$ cat src/rtl/sprite_compositor.sv
// Two-stage pixel compositor: priority-merges sprites over a background,
// switches full-screen sources only at frame start, and reports per-frame collisions.
module sprite_compositor #(
    parameter int NUM_SPRITES = 4,
    parameter int COORD_W     = 10,
    parameter int COLOR_W     = 4,
    parameter int NUM_KEYS    = 2
) (
    input  logic                               Clk,
    input  logic                               Reset,
    input  logic                               blank,
    input  logic [COORD_W-1:0]                 DrawX,
    input  logic [COORD_W-1:0]                 DrawY,
    input  logic [NUM_SPRITES*COORD_W-1:0]     spr_x,
    input  logic [NUM_SPRITES*COORD_W-1:0]     spr_y,
    input  logic [NUM_SPRITES*COORD_W-1:0]     spr_w,
    input  logic [NUM_SPRITES*COORD_W-1:0]     spr_h,
    input  logic [NUM_SPRITES-1:0]             spr_en,
    input  logic [NUM_SPRITES-1:0]             spr_key_en,
    input  logic [NUM_SPRITES*3*COLOR_W-1:0]   spr_rgb,
    input  logic [NUM_KEYS*3*COLOR_W-1:0]      key_rgb,
    input  logic [3*COLOR_W-1:0]               bg_rgb,
    input  logic [3*3*COLOR_W-1:0]             fs_rgb,
    input  logic [1:0]                         screen_mode,
    output logic [1:0]                         active_mode,
    output logic [COLOR_W-1:0]                 Red,
    output logic [COLOR_W-1:0]                 Green,
    output logic [COLOR_W-1:0]                 Blue,
    output logic [NUM_SPRITES-1:0]             collision,
    output logic                               frame_done
);
    localparam int RGB_W = 3 * COLOR_W;

    // Zero-extended difference keeps sprites past the right/bottom edge clipped, never wrapped.
    function automatic logic axis_hit(input logic [COORD_W-1:0] pos,
                                      input logic [COORD_W-1:0] org,
                                      input logic [COORD_W-1:0] size);
        logic [COORD_W:0] diff;
        diff = {1'b0, pos} - {1'b0, org};
        return (pos >= org) && (diff < {1'b0, size});
    endfunction

    function automatic logic key_match(input logic [RGB_W-1:0] rgb,
                                       input logic [NUM_KEYS*RGB_W-1:0] keys);
        logic m;
        m = 1'b0;
        for (int k = 0; k < NUM_KEYS; k++)
            if (rgb == keys[k*RGB_W +: RGB_W]) m = 1'b1;
        return m;
    endfunction

    logic                         fs;
    logic [1:0]                   mode_cur;
    logic [NUM_SPRITES-1:0]       opaque;
    logic [RGB_W-1:0]             fs_sel;

    // The frame-start pixel is already drawn in the newly requested mode.
    assign fs       = (DrawX == '0) && (DrawY == '0);
    assign mode_cur = fs ? screen_mode : active_mode;

    always_comb begin
        opaque = '0;
        for (int i = 0; i < NUM_SPRITES; i++) begin
            opaque[i] = spr_en[i]
                && axis_hit(DrawX, spr_x[i*COORD_W +: COORD_W], spr_w[i*COORD_W +: COORD_W])
                && axis_hit(DrawY, spr_y[i*COORD_W +: COORD_W], spr_h[i*COORD_W +: COORD_W])
                && !(spr_key_en[i] && key_match(spr_rgb[i*RGB_W +: RGB_W], key_rgb));
        end
    end

    always_comb begin
        case (mode_cur)
            2'b10:   fs_sel = fs_rgb[1*RGB_W +: RGB_W];
            2'b11:   fs_sel = fs_rgb[2*RGB_W +: RGB_W];
            default: fs_sel = fs_rgb[0 +: RGB_W];
        endcase
    end

    // ---- stage 1 boundary ----
    logic [NUM_SPRITES-1:0]       opaque_p1;
    logic [NUM_SPRITES*RGB_W-1:0] spr_rgb_p1;
    logic [RGB_W-1:0]             bg_p1;
    logic [RGB_W-1:0]             fs_sel_p1;
    logic                         blank_p1;
    logic [1:0]                   mode_p1;
    logic                         fs_p1;

    always_ff @(posedge Clk or negedge Reset) begin
        if (!Reset) begin
            active_mode <= 2'b00;
            opaque_p1   <= '0;
            spr_rgb_p1  <= '0;
            bg_p1       <= '0;
            fs_sel_p1   <= '0;
            blank_p1    <= 1'b0;
            mode_p1     <= 2'b00;
            fs_p1       <= 1'b0;
        end else begin
            active_mode <= mode_cur;
            opaque_p1   <= opaque;
            spr_rgb_p1  <= spr_rgb;
            bg_p1       <= bg_rgb;
            fs_sel_p1   <= fs_sel;
            blank_p1    <= blank;
            mode_p1     <= mode_cur;
            fs_p1       <= fs;
        end
    end

    logic [RGB_W-1:0]       pix;
    logic                   multi_hit;
    logic [NUM_SPRITES-1:0] contrib;

    always_comb begin
        pix = bg_p1;
        if (!blank_p1) begin
            pix = '0;
        end else if (mode_p1 != 2'b01) begin
            pix = fs_sel_p1;
        end else begin
            for (int i = NUM_SPRITES - 1; i >= 0; i--)
                if (opaque_p1[i]) pix = spr_rgb_p1[i*RGB_W +: RGB_W];
        end
    end

    // Clearing the lowest set bit leaves something only when two or more sprites overlap.
    assign multi_hit = |(opaque_p1 & (opaque_p1 - NUM_SPRITES'(1)));
    assign contrib   = (blank_p1 && (mode_p1 == 2'b01) && multi_hit) ? opaque_p1 : '0;

    // ---- stage 2 boundary ----
    logic [RGB_W-1:0]       pix_p2;
    logic [NUM_SPRITES-1:0] acc_p2;

    always_ff @(posedge Clk or negedge Reset) begin
        if (!Reset) begin
            pix_p2     <= '0;
            acc_p2     <= '0;
            collision  <= '0;
            frame_done <= 1'b0;
        end else begin
            pix_p2     <= pix;
            frame_done <= fs_p1;
            if (fs_p1) begin
                collision <= acc_p2;
                acc_p2    <= contrib;
            end else begin
                acc_p2    <= acc_p2 | contrib;
            end
        end
    end

    assign Red   = pix_p2[2*COLOR_W +: COLOR_W];
    assign Green = pix_p2[1*COLOR_W +: COLOR_W];
    assign Blue  = pix_p2[0 +: COLOR_W];
endmodule

$ cat config.mk
export PLATFORM = sky130hd
export DESIGN_NAME = sprite_compositor
export DESIGN_NICKNAME = d
export VERILOG_FILES = /design/src/rtl/sprite_compositor.sv
export SDC_FILE = /design/constraint.sdc
export NUM_CORES = 1
export LEC_CHECK = 0
export ABC_AREA = 1
export ABC_CLOCK_PERIOD_IN_PS = 1500
export BUFFER_PORTS_ARGS = -buffer_cell sky130_fd_sc_hd__buf_2
export CAP_MARGIN = 20
export CORE_ASPECT_RATIO = 1.75
export CORE_UTILIZATION = 54
export CTS_BUF_LIST = sky130_fd_sc_hd__clkbuf_8
export CTS_CLUSTER_DIAMETER = 40
export DETAILED_ROUTE_END_ITERATION = 8
export PLACE_DENSITY_LB_ADDON = 0.05
export SETUP_SLACK_MARGIN = 0.3
export SLEW_MARGIN = 20
export SYNTH_ARGS = -nofsm -noshare
export SYNTH_HDL_FRONTEND = slang
export SYNTH_SLANG_ARGS = --single-unit
export TNS_END_PERCENT = 50
$ cat constraint.sdc
create_clock -name Clk -period 1.5 [get_ports Clk]
set_input_delay 0.15 -clock Clk [delete_from_list [all_inputs] [get_ports Clk]]
set_output_delay 0.15 -clock Clk [all_outputs]
set_load 0.01 [all_outputs]
==> summary.md <==
| Metric | Value |
|---|---|
| PwrDens | `~610 nW/um^2` |
| Residual DRC | `0` |
| Via count of the first global-routing pass | `13400` |
| RR Startpoint | `opaque_p1[3]` |
| EDFF count, synth | `0` |
| Worst Path Max Fanout | `4` |
| Synth area leader | `dfrtp_1` |
| Crit Path Category | `in -> reg` |
| Max Cap Viol | `0` |
| DPL Wire Length | `31.5 mm` |
| Endpoints failing hold | `0` |
| DRT iter0 DRCs | `roughly 890` |
| Final worst slack | `-0.615 ns` |
| Top-area cell type share of the netlist area | `23.6%` |
| Top cells by area, synth | `dfrtp_1 24%, ha_1 18%, nand2_1 15%, inv_1 10%, xnor2_1 6.1%` |
| Core Util, Final | `a little over 80%` |
| Hold path startpoint | `fs_rgb[7]` |
| RSZ-0062 raised after global routing | `yes` |
| Root buffer cell | `clkbuf_8` |
| Vias | `roughly 13000` |
| Synth warn | `0` |
| Starting Density | `between 50% and 60%` |
| CTS buffer count | `9` |
| #FFs+latches synth | `a little over 100` |
| Clock Tree Buf Depth | `2` |
| Reg2reg end | `acc_p2[1]` |
| Worst setup EP type | `flop` |
| Fill cell count | `~1400` |
| Multi-input gate area | `7480 sq um` |
| Routed length per placed instance | `18.2 microns` |
| Largest net degree at the start of global routing | `30` |
| CTS tree | `built` |
| Die Ht | `around 190 microns` |
| Syn Nets | `slightly above 2000` |
| Tcrit/Tclk final | `141%` |
| Worst-margin pin slew | `between 0.7 and 0.8 ns` |
| Main synth FF type | `dfrtp_1` |
| Final Critical Period | `around 2.1 ns` |
| Worst Hold End | `fs_sel_p1[7]` |
| Gpl congestion | `0.962` |
| GR Overflow Total | `0` |
| Maximum clock rate | `about 0.47 GHz` |
| Max_slew headroom | `a little under half` |
| First-pass GRT wire length | `64.2 mm` |
| Endpoints failing setup | `22` |
| Commonest non-fill, non-tap cell in the layout | `nand2_1` |
| Share of cells above drive strength 1 | `a little under a third` |
| Avg Vias per Cell | `between 5 and 6` |
| H-tree depth | `3` |
| Antenna-violating nets left | `0` |
| Setup TNS | `-4.42 ns` |
| Core area | `19300 sq um` |
| Post-synth ARST share | `100%` |
| Reg clk slew, reported paths | `0.10 ns` |
| Pre-antenna DRT Iters | `6` |
| Worst vdd rail ir drop | `0.000997 V` |
| Dpl ws | `-1.04 ns` |
| Register area | `roughly 2500 sq um` |
| Crit start category | `primary input` |
| Pwr Total | `between 0.009 and 0.01 W` |
| Synth Cell Area | `between 10000 and 15000 sq um` |
| Leak | `approximately 9 nW` |
| Clock Latency Late Sink | `between 0.3 and 0.4 ns` |
| GRT Overall Usage | `a little over two fifths` |
| Die Wd | `108 microns` |
| Slew Viols, Final | `0` |
| Sinks on Clock Net | `about 100` |
| Worst hold-check path type | `in -> reg` |
| Unique masters post-synth | `41` |
| Failing checks | `setup timing` |
| CP required | `~1.8 ns` |
| Row count | `67` |
| Sequential area share after synthesis | `approximately a quarter` |
| Initial antenna violation count | `10` |
| Worst clock skew | `~0.011 ns` |
| Reg-to-reg setup timing slack | `-0.30 ns` |
| Die ar. | `between 20000 and 25000 sq um` |
| Ports | `~330` |
| Post-Synthesis Cells | `~1500` |
| Avg Cell Area, Syn | `6.93 sq um` |
| Status | `finished, violations left` |
| Most frequent cells in the layout | `406 x nand2_1, 320 x buf_2, 280 x inv_1, 204 x buf_4, 138 x ha_1` |
| Worst hold path cell count | `3` |
| Layout overhead on the synthesized area | `49.1%` |
| IO buf count | `roughly 330` |
| Final nets | `roughly 2600` |
| R2R depth | `7` |
| Total routed wirelength | `around 44 mm` |
| Crit path DAT | `about 2.4 ns` |
## kinds of logic (layout without fill, tap and decap cells)
group	Yosys count	count (layout)	share of synthesized area [%]
other	0	8	0
AND/OR/NAND/NOR	636	636	24.3
adder cells (fa/ha/maj)	160	160	19.3
buffers and inverters	316	936	11.3
AO/OA/AOI/OAI	218	218	12.3
flip-flops	101	101	23.6
XOR/XNOR	113	113	9.25
## how the worst max path moves through the flow
stage,start,end,depth (start not counted)
6_report,DrawY[0],opaque_p1[1],18
5_1_grt,DrawY[0],opaque_p1[2],17
4_1_cts,DrawY[2],opaque_p1[3],16
3_5_place_dp,DrawY[0],opaque_p1[1],19
3_3_place_gp,DrawX[0],opaque_p1[3],16
2_1_floorplan,DrawY[0],opaque_p1[3],18
## cell type report
cell class              instances  share of cell area [%]
diodes                          8                   0.126
clock buffers                   9                   0.777
clock inverters                 7                   0.455
inverters                     289                    6.95
multi-input cells            1127                    46.9
flip-flops and latches        101                    15.9
well taps                     241                    1.89
repair buffers                631                    27.1
## through the flow
| stage | area, sq um | cells | hold slack [ns] |
|---|---|---|---|
| 2_1_floorplan | 10800 | 1544 | -0.146 |
| 3_3_place_gp | 14200 | 2292 | 0.110 |
| 3_5_place_dp | 14200 | 2292 | 0.119 |
| 4_1_cts | 15600 | 2398 | 0.00195 |
| 5_1_grt | 15900 | 2408 | 0.00786 |
| 6_report | 15900 | 2413 | 0.00580 |
## repair_timing
item	4_1_cts	5_1_grt
cloned	1	0
hold endpoints to repair	93	1
setup buffers	3	6
pin swaps	22	28
setup endpoints to repair	32	33
hold buffers	86	1
resized for setup	61	64
## synthesized netlist by cell type (all sizes together), types with 4 or more instances
cell,n
a21boi,4
a21o,12
a21oi,93
a31oi,12
a41oi,7
buf,5
clkbuf,22
dfrtp,101
fa,8
ha,152
inv,288
nand2,417
nand3,87
nand4,19
nor2,92
nor3,8
nor3b,4
nor4,5
o211ai,8
o21a,4
o21ai,46
o21bai,11
o221ai,5
o311ai,5
or2,4
xnor2,74
xor2,39
## registers in the layout, indices dropped and copies added, names as in the netlist
register	count
acc_p2	4
bg_p1	12
blank_p1	1
collision	4
frame_done	1
fs_p1	1
fs_sel_p1	12
mode_p1	2
opaque_p1	4
pix_p2	12
spr_rgb_p1	48
## power by group
| part | internal, W | switching, W |
|---|---|---|
| logic | 0.00244 | 0.00256 |
| registers | 0.00284 | 0.0000530 |
| clock network | 0.000785 | 0.00103 |
## layer usage
layer | global-route usage [%] | routed length (microns) | up-vias
li1 | - | - | 6181
met5 | 0 | 25 | -
met1 | 36.7 | 13200 | 5987
met3 | 13.8 | 4390 | 299
met2 | 72.6 | 21600 | 735
met4 | 38.8 | 4790 | 4
## worst max-delay path, cell delays in order
cell and delay [ns]:
buf_12 0.11, inv_12 0.07, ha_4 0.15, inv_4 0.04, fa_2 0.39, nand3_2 0.08, nand2_2 0.08, a21oi_4 0.18
buf_6 0.12, o21ai_2 0.05, xor2_1 0.15, ha_1 0.31, nand2_1 0.06, o21bai_1 0.10, a21boi_1 0.08, nor2_1 0.10
nand3_1 0.08, nor2_1 0.12
Power figures use the tool's default switching activity.
